File: src/rtl/sisc_mem_pkg.sv
// Shared constants for the SISC memory arbiter: FSM encoding, owner ids and default widths.
package sisc_mem_pkg;

    localparam int AW_DEF = 16;
    localparam int DW_DEF = 32;

    localparam logic [1:0] ST_IDLE  = 2'd0;
    localparam logic [1:0] ST_ISSUE = 2'd1;
    localparam logic [1:0] ST_WAIT  = 2'd2;
    localparam logic [1:0] ST_RESP  = 2'd3;

    localparam logic OWN_I = 1'b0;
    localparam logic OWN_D = 1'b1;

endpackage

File: src/rtl/sisc_arb_pick.sv
// Winner selection between fetch and data plus the starvation counter that guarantees fetch progress.
// starve_hit exists only when SISC_MEM_ARB_STATS_EN is defined.
module sisc_arb_pick
    import sisc_mem_pkg::*;
#(
    parameter int STARVE_MAX = 3
) (
    input  logic clk,
    input  logic rst_f,
    input  logic i_req,
    input  logic d_req,
    input  logic grant,
    output logic winner
`ifdef SISC_MEM_ARB_STATS_EN
    ,
    output logic starve_hit
`endif
);

    localparam logic [3:0] STARVE_LIM = 4'(STARVE_MAX);

    logic [3:0] starve_cnt;
    logic       forced;

    // Fetch wins a conflict only once data has been granted STARVE_MAX times in a row over it.
    assign forced = i_req && d_req && (starve_cnt == STARVE_LIM);
    assign winner = (d_req && !forced) ? OWN_D : OWN_I;

`ifdef SISC_MEM_ARB_STATS_EN
    assign starve_hit = grant && forced;
`endif

    always_ff @(posedge clk or negedge rst_f) begin
        if (!rst_f) begin
            starve_cnt <= '0;
        end else if (grant) begin
            if (winner == OWN_I) begin
                starve_cnt <= '0;
            end else if (i_req && (starve_cnt != STARVE_LIM)) begin
                starve_cnt <= starve_cnt + 4'd1;
            end
        end
    end

endmodule

File: src/rtl/sisc_mem_arb.sv
// Single-port SISC main-memory arbiter: fetch vs data, latch -> issue -> wait -> acknowledge.
// Optional statistics (conf_cnt, starve_hit) are built when SISC_MEM_ARB_STATS_EN is defined.
module sisc_mem_arb
    import sisc_mem_pkg::*;
#(
    parameter int AW         = AW_DEF,
    parameter int DW         = DW_DEF,
    parameter int MEM_LAT    = 1,
    parameter int STARVE_MAX = 3
) (
    input  logic          clk,
    input  logic          rst_f,
    input  logic          i_req,
    input  logic [AW-1:0] i_addr,
    output logic [DW-1:0] i_rdata,
    output logic          i_ack,
    input  logic          d_req,
    input  logic          d_we,
    input  logic [AW-1:0] d_addr,
    input  logic [DW-1:0] d_wdata,
    output logic [DW-1:0] d_rdata,
    output logic          d_ack,
    output logic          mem_en,
    output logic          mem_we,
    output logic [AW-1:0] mem_addr,
    output logic [DW-1:0] mem_wdata,
    input  logic [DW-1:0] mem_rdata,
    output logic          busy
`ifdef SISC_MEM_ARB_STATS_EN
    ,
    output logic [15:0]   conf_cnt,
    output logic          starve_hit
`endif
);

    logic [1:0]    state;
    logic          owner_q;
    logic          we_q;
    logic [AW-1:0] addr_q;
    logic [DW-1:0] wdata_q;
    logic [2:0]    wcnt;
    logic [DW-1:0] i_rdata_q;
    logic [DW-1:0] d_rdata_q;
    logic          grant;
    logic          winner;

    assign grant = (state == ST_IDLE) && (i_req || d_req);

    sisc_arb_pick #(
        .STARVE_MAX(STARVE_MAX)
    ) u_pick (
        .clk       (clk),
        .rst_f     (rst_f),
        .i_req     (i_req),
        .d_req     (d_req),
        .grant     (grant),
        .winner    (winner)
`ifdef SISC_MEM_ARB_STATS_EN
        ,
        .starve_hit(starve_hit)
`endif
    );

    always_ff @(posedge clk or negedge rst_f) begin
        if (!rst_f) begin
            state     <= ST_IDLE;
            owner_q   <= OWN_I;
            we_q      <= 1'b0;
            addr_q    <= '0;
            wdata_q   <= '0;
            wcnt      <= '0;
            i_rdata_q <= '0;
            d_rdata_q <= '0;
        end else begin
            case (state)
                ST_IDLE: begin
                    // Latch the whole request so the requester may change inputs after the grant.
                    if (grant) begin
                        owner_q <= winner;
                        we_q    <= (winner == OWN_D) && d_we;
                        addr_q  <= (winner == OWN_D) ? d_addr : i_addr;
                        wdata_q <= (winner == OWN_D) ? d_wdata : '0;
                        state   <= ST_ISSUE;
                    end
                end
                ST_ISSUE: begin
                    wcnt  <= 3'(MEM_LAT);
                    state <= ST_WAIT;
                end
                ST_WAIT: begin
                    if (wcnt == 3'd1) begin
                        if (!we_q) begin
                            if (owner_q == OWN_D) begin
                                d_rdata_q <= mem_rdata;
                            end else begin
                                i_rdata_q <= mem_rdata;
                            end
                        end
                        state <= ST_RESP;
                    end else begin
                        wcnt <= wcnt - 3'd1;
                    end
                end
                ST_RESP: begin
                    state <= ST_IDLE;
                end
                default: begin
                    state <= ST_IDLE;
                end
            endcase
        end
    end

`ifdef SISC_MEM_ARB_STATS_EN
    always_ff @(posedge clk or negedge rst_f) begin
        if (!rst_f) begin
            conf_cnt <= '0;
        end else if ((state == ST_IDLE) && i_req && d_req && (conf_cnt != 16'hFFFF)) begin
            conf_cnt <= conf_cnt + 16'd1;
        end
    end
`endif

    // Memory bus is forced to zero outside the strobe cycle.
    assign mem_en    = (state == ST_ISSUE);
    assign mem_we    = mem_en && we_q;
    assign mem_addr  = mem_en ? addr_q : '0;
    assign mem_wdata = mem_en ? wdata_q : '0;

    assign i_ack   = (state == ST_RESP) && (owner_q == OWN_I);
    assign d_ack   = (state == ST_RESP) && (owner_q == OWN_D);
    assign i_rdata = i_rdata_q;
    assign d_rdata = d_rdata_q;
    assign busy    = (state != ST_IDLE);

endmodule

File: config.mk
export PLATFORM = sky130hd
export DESIGN_NAME = sisc_mem_arb
export DESIGN_NICKNAME = d
export VERILOG_FILES = /design/src/rtl/sisc_mem_pkg.sv /design/src/rtl/sisc_arb_pick.sv /design/src/rtl/sisc_mem_arb.sv
export SDC_FILE = /design/constraint.sdc
export NUM_CORES = 1
export LEC_CHECK = 0
export ABC_AREA = 1
export CAP_MARGIN = 0
export CORE_AREA = 3 3 116 118
export DETAILED_ROUTE_END_ITERATION = 7
export DIE_AREA = 0 0 119 121
export PLACE_DENSITY = 0.86
export SYNTH_ARGS = -nofsm -noshare
export SYNTH_HDL_FRONTEND = slang
export SYNTH_SLANG_ARGS = --single-unit
File: constraint.sdc
create_clock -name clk -period 1.87 [get_ports clk]
set_input_delay 0.187 -clock clk [delete_from_list [all_inputs] [get_ports clk]]
set_output_delay 0.187 -clock clk [all_outputs]
set_load 0.01 [all_outputs]
### After elaboration in Yosys (flattened, before gate mapping)

Cells that the tools add are included.

| storage, ports and cells | value |
|---|---|
| register bits after elaboration | 123 |
| input bits | 101 |

| operators by class | value |
|---|---|
| $add $sub $neg | 2 |
| equal/unequal tests | 10 |
| mux-type cells | 12 |
| bitwise operators | 2 |
| reductions and logical operators | 20 |

Operator list:

| operator | number |
|---|---|
| $mux W32 | 2 |
| $mux W16 | 2 |
| $logic_and A1 B1 Y1 | 9 |
| $mux W4 | 2 |
| $pmux W2 S4 | 1 |
| $reduce_and A2 Y1 | 4 |
| $reduce_and A4 Y1 | 2 |
| $ne A2 B2 Y1 const B | 3 |
| $pmux W3 S2 | 1 |
| $add A4 B1 Y4 const B | 1 |
| $eq A2 B2 Y1 const B | 2 |
| $eq A4 B2 Y1 const B | 1 |
| $mux W2 | 2 |
| $ne A4 B2 Y1 const B | 1 |
| $reduce_bool A2 Y1 | 2 |
| $eq A3 B1 Y1 const B | 1 |
| $mux W3 | 1 |
| $sub A3 B1 Y3 const B | 1 |
| $eq A2 B1 Y1 const B | 1 |
| $logic_not A2 Y1 | 1 |
| $ne A2 B1 Y1 const B | 1 |
| $not A1 Y1 | 2 |
| $logic_not A1 Y1 | 1 |
| $logic_or A1 B1 Y1 | 1 |
| $mux W1 | 1 |

### Logic depth before layout (Yosys ltp)

| depth | value |
|---|---|
| depth in word-level cells | 7 |
| mapped depth | 10 |
| mapped depth without buffers | 8 |

### Modules after synthesis

From an unflattened synthesis, not the netlist that was laid out.

| unflattened totals | value |
|---|---|
| cells, all modules | 743 |
| area total of the unflattened synthesis | 5,886.9 um^2 |

By module, submodules not included:

| module | times used | cells each | area an instance (um^2) |
|---|---|---|---|
| sisc_mem_arb | 1 | 711 | 5,642.9 |
| sisc_arb_pick | 1 | 32 | 244.0 |

### Worst setup path after synthesis

Ideal clock, no wire load.

| timing | value |
|---|---|
| path type | reg-to-output |
| from | register state[1] |
| to | output port mem_wdata[18] |
| arrival | 1.361 ns |
| required time | 1.683 ns |
| path slack | 0.322 ns |
| cell stages (with the launch flop) | 8 |
| path buffers | 3 |
| cells stage by stage | dfrtp_1 -> inv_1 -> ha_1 -> clkbuf_1 -> buf_2 -> buf_2 -> nand2_1 -> inv_1 |

| between the ends | value |
|---|---|
| longest elaborated chain between the ends | 2 |

Ends and longest elaborated chain:

| what | line | RTL |
|---|---|---|
| from (decl) | sisc_mem_arb.sv:36 | `logic [1:0] state;` |
| from (signal assigned) | sisc_mem_arb.sv:66 | `state <= ST_IDLE;` |
| from (signal assigned) | sisc_mem_arb.sv:83 | `state <= ST_ISSUE;` |
| from (signal assigned) | sisc_mem_arb.sv:88 | `state <= ST_WAIT;` |
| $eq A2 B1 Y1 | sisc_mem_arb.sv:125 | `assign mem_en = (state == ST_ISSUE);` |
| net mem_en | sisc_mem_arb.sv:23 | `output logic mem_en,` |
| $mux W32 | sisc_mem_arb.sv:128 | `assign mem_wdata = mem_en ? wdata_q : '0;` |
| to (decl) | sisc_mem_arb.sv:26 | `output logic [DW-1:0] mem_wdata,` |

The timed path passes the listed nets, and every way through them passes these cells.

### Final worst setup path

| timing | value |
|---|---|
| from | register state[1] |
| to | output port mem_wdata[22] |

| between the ends | value |
|---|---|
| longest elaborated chain between the ends | 2 |

Ends and longest elaborated chain:

| what | line |
|---|---|
| $eq A2 B1 Y1 | sisc_mem_arb.sv:125 |
| $mux W32 | sisc_mem_arb.sv:128 |

Every way passes these cells.

==> reports/metrics.csv <==
stage,metric,value,unit
status,run_status,"complete, but fails checks",
status,failed_checks,negative setup slack,
worst_setup_path,critical_path_peak_fanout,18,
global_routing,overflow,0,
worst_setup_path,critical_path_depth,6,
floorplanning,io_pins,218,
finish,final_area,8680,µm²
worst_setup_path,critical_path.reg2reg.endpoint,i_rdata[20],
sta,max_slew_margin,0.654,
job,cap_violations,0,
worst_setup_path,worst_ep_arrival_time,1.89,ns
worst_setup_path,critical_path_required,1.68,ns
placed_design,post_dp_cell_area,7940,µm²
finish,antenna-diode-count,0,
sta,period_needed,2.08,ns
finish,final_net_count,1024,
global_routing,initial_antenna_violation_count,0,
sta,setup_repair_after_global_routing_missed_its_margin,yes,
yosys,yosysWarningCount,0,
detailed_routing,drtPass1Iterations,5,
sta,fin_skew,0.00768,ns
cts,cts_tree,yes,
sta,final_min_period_over_clock_period,1.11,
floorplanning,die_h,121,µm
placed_design,dpl.hpwl,10.9,mm
worst_setup_path,critical_path.endpoint_type,output pin,
cts,clk_path_buf_depth,2,
worst_setup_path,worstPathCellList,inv_2 -> ha_4 -> buf_8 -> nand2_1 -> inv_1 -> clkdlybuf4s50_1,
floorplanning,die_area,14400,µm²
sta,achievable-frequency,480,MHz
yosys,syn_nets,802,
placed_design,port-buffer-count,217,
placed_design,gp_congestion,0.833,
worst_setup_path,rr_startpoint,state[1],
sta,fin_worst_hold_slack,0.306,ns
finish,layout.cells.most_common,sky130_fd_sc_hd__nand2_1,
yosys,ys_seq_elements,123,
sta,max_slew.worst_pin.slew,0.519,ns
worst_hold_path,worstHoldPathType,in2async,
worst_setup_path,reg2regPathDepth,6,
global_routing,grt_pass1_wl,24.4,mm
power,total_power_per_unit_cell_area,1590,nW/µm²
worst_setup_path,worst_path_bufs_invs,4,
detailed_routing,routed_via_density,4.59,
placed_design,pre_cts_ws,0.0778,ns
yosys,synth.cell_area,5510,µm²
sta,setup_viol,14,
worst_setup_path,kind_of_cell_adding_the_most_delay_to_the_critical_path,buffers and inverters,
sta,timing.final.max_slew_violations,0,
yosys,syn_avg_cell_area,7.94,µm²
detailed_routing,detail-route-antenna-nets,0,
cts,htree_num_levels,4,
finish,syn_to_final_growth,57.5,%
yosys,synth.yosys.seq_area_share,0.559,
floorplanning,placementRows,41,
worst_setup_path,slowest_delay,0.54,ns
cts,cts_made_buffers,17,
cts,clock_tree.root_cell,sky130_fd_sc_hd__clkbuf_16,
global_routing,grt_max_degree,65,
finish,most-common-layout-cells,"sky130_fd_sc_hd__nand2_1, sky130_fd_sc_hd__clkdlybuf4s50_1, sky130_fd_sc_hd__inv_1",
sta,timing.final.ws_setup,-0.211,ns
finish,final_cells,1101,
cts,clock_sinks,123,
worst_setup_path,regToRegSetupSlack,0.28,ns
global_routing,vias_in_the_first_global_route,5021,
power,leakagePower,0.00496,µW
placed_design,placed_cells_incl_taps,1067,
floorplanning,dieWidth,119,µm
worst_setup_path,critical-path-slowest-cell,sky130_fd_sc_hd__clkdlybuf4s50_1,
floorplanning,start_util,0.438,
yosys,synthDistinctLibCells,24,
yosys,post_synth_inst_count,694,
detailed_routing,vias,5050,
cts,clk_transition_reported_paths,0.05,ns
finish,drive_gt1_frac,0.0689,
sta,timing.final.hold_violations,0,
cts,insertion_delay,0.41,ns
worst_setup_path,worst-setup-path-type,reg2out,
floorplanning,core_area,12600,µm²
worst_setup_path,startpoint_type,register,
detailed_routing,drc_errors,0,
detailed_routing,wirelength,15.3,mm
power,vdd_ir_drop_max,959,µV
detailed_routing,post_drt_wl_per_cell,13.9,µm
global_routing,grt_use_total,0.213,
detailed_routing,drt_iter0_markers,270,
## power breakdown
group          internal [µW]  total, µW  switching (µW)
registers               3950       4700             750
clock network           2470       3600            1120
logic                   2770       5520            2750
total                   9200      13800            4630
## cell families after synthesis
group / Yosys count / synth area share
adder cells (fa/ha/maj): 7 / 0.0159
AO/OA/AOI/OAI: 75 / 0.0693
flip-flops: 123 / 0.559
XOR/XNOR: 2 / 0.00318
buffers and inverters: 159 / 0.113
AND/OR/NAND/NOR: 328 / 0.239
## per-layer routing
metal,vias to the layer above,wire [µm],global-route usage,share of wire
met5,-,0,0,0
li1,2522,-,-,-
met1,2314,6130,0.250,0.40
met3,43,687,0.0452,0.045
met4,0,544,0.0999,0.036
met2,171,7900,0.372,0.52
## flip-flops by register name, indices dropped and copies added, names as in the netlist
signal             flops
i_rdata               32
addr_q                16
state                  2
d_rdata               32
owner_q                1
u_pick.starve_cnt      4
wdata_q               32
wcnt                   3
we_q                   1
## cells in the mapped netlist (all sizes together)
cell type	count	area (µm²)
nand2	281	1060
inv	127	477
dfrtp	123	3080
o21ai	69	349
nand3	35	175
clkbuf	20	75.1
buf	12	72.6
nor2	8	40.0
ha	7	87.6
a21oi	4	20.0
nand4	3	31.3
o22ai	2	12.5
nand3b	1	7.51
xnor2	1	8.76
xor2	1	8.76
## what timing repair did
action,in CTS,in global routing
hold buffers,1,0
gates cloned,0,0
gates resized for setup,35,26
setup endpoints to repair,53,49
pin swaps,1,0
setup buffers,1,0
hold endpoints to repair,32,0
## worst max path at each step
stage	start	to	slack [ns]
2_1_floorplan	state[1]	mem_wdata[18]	0.32
3_5_place_dp	state[1]	mem_addr[15]	0.08
4_1_cts	state[1]	mem_wdata[18]	-0.21
6_report	state[1]	mem_wdata[22]	-0.21
5_1_grt	state[1]	mem_wdata[22]	-0.30
3_3_place_gp	state[1]	mem_addr[15]	0.13
## final cells by class
cell class | count | area [µm²]
clock inverter | 10 | 188
fill | 970 | 3890
multi-input combinational | 412 | 1840
inverter | 127 | 477
sequential | 123 | 3080
timing repair buffer | 235 | 2400
clock buffer | 22 | 474
tap | 172 | 215
## stage by stage
step           setup TNS (ns)  total power [µW]   util
6_report                -2.41             13800  0.690
5_1_grt                 -3.68             14700  0.690
4_1_cts                 -5.22             13900  0.686
3_5_place_dp                0             10300  0.632
3_3_place_gp                0             10000  0.632
2_1_floorplan               0              7190      -
## worst register-to-register path, delay by kind of cell (launching register included)
| kind | cells | cell delay [ns] |
|---|---|---|
| buffers and inverters | 2 | 0.51 |
| flip-flops | 1 | 0.38 |
| AND/OR/NAND/NOR | 2 | 0.26 |
| adder cells (fa/ha/maj) | 1 | 0.25 |
| AO/OA/AOI/OAI | 1 | 0.10 |
(Power assumes the default switching activity.)
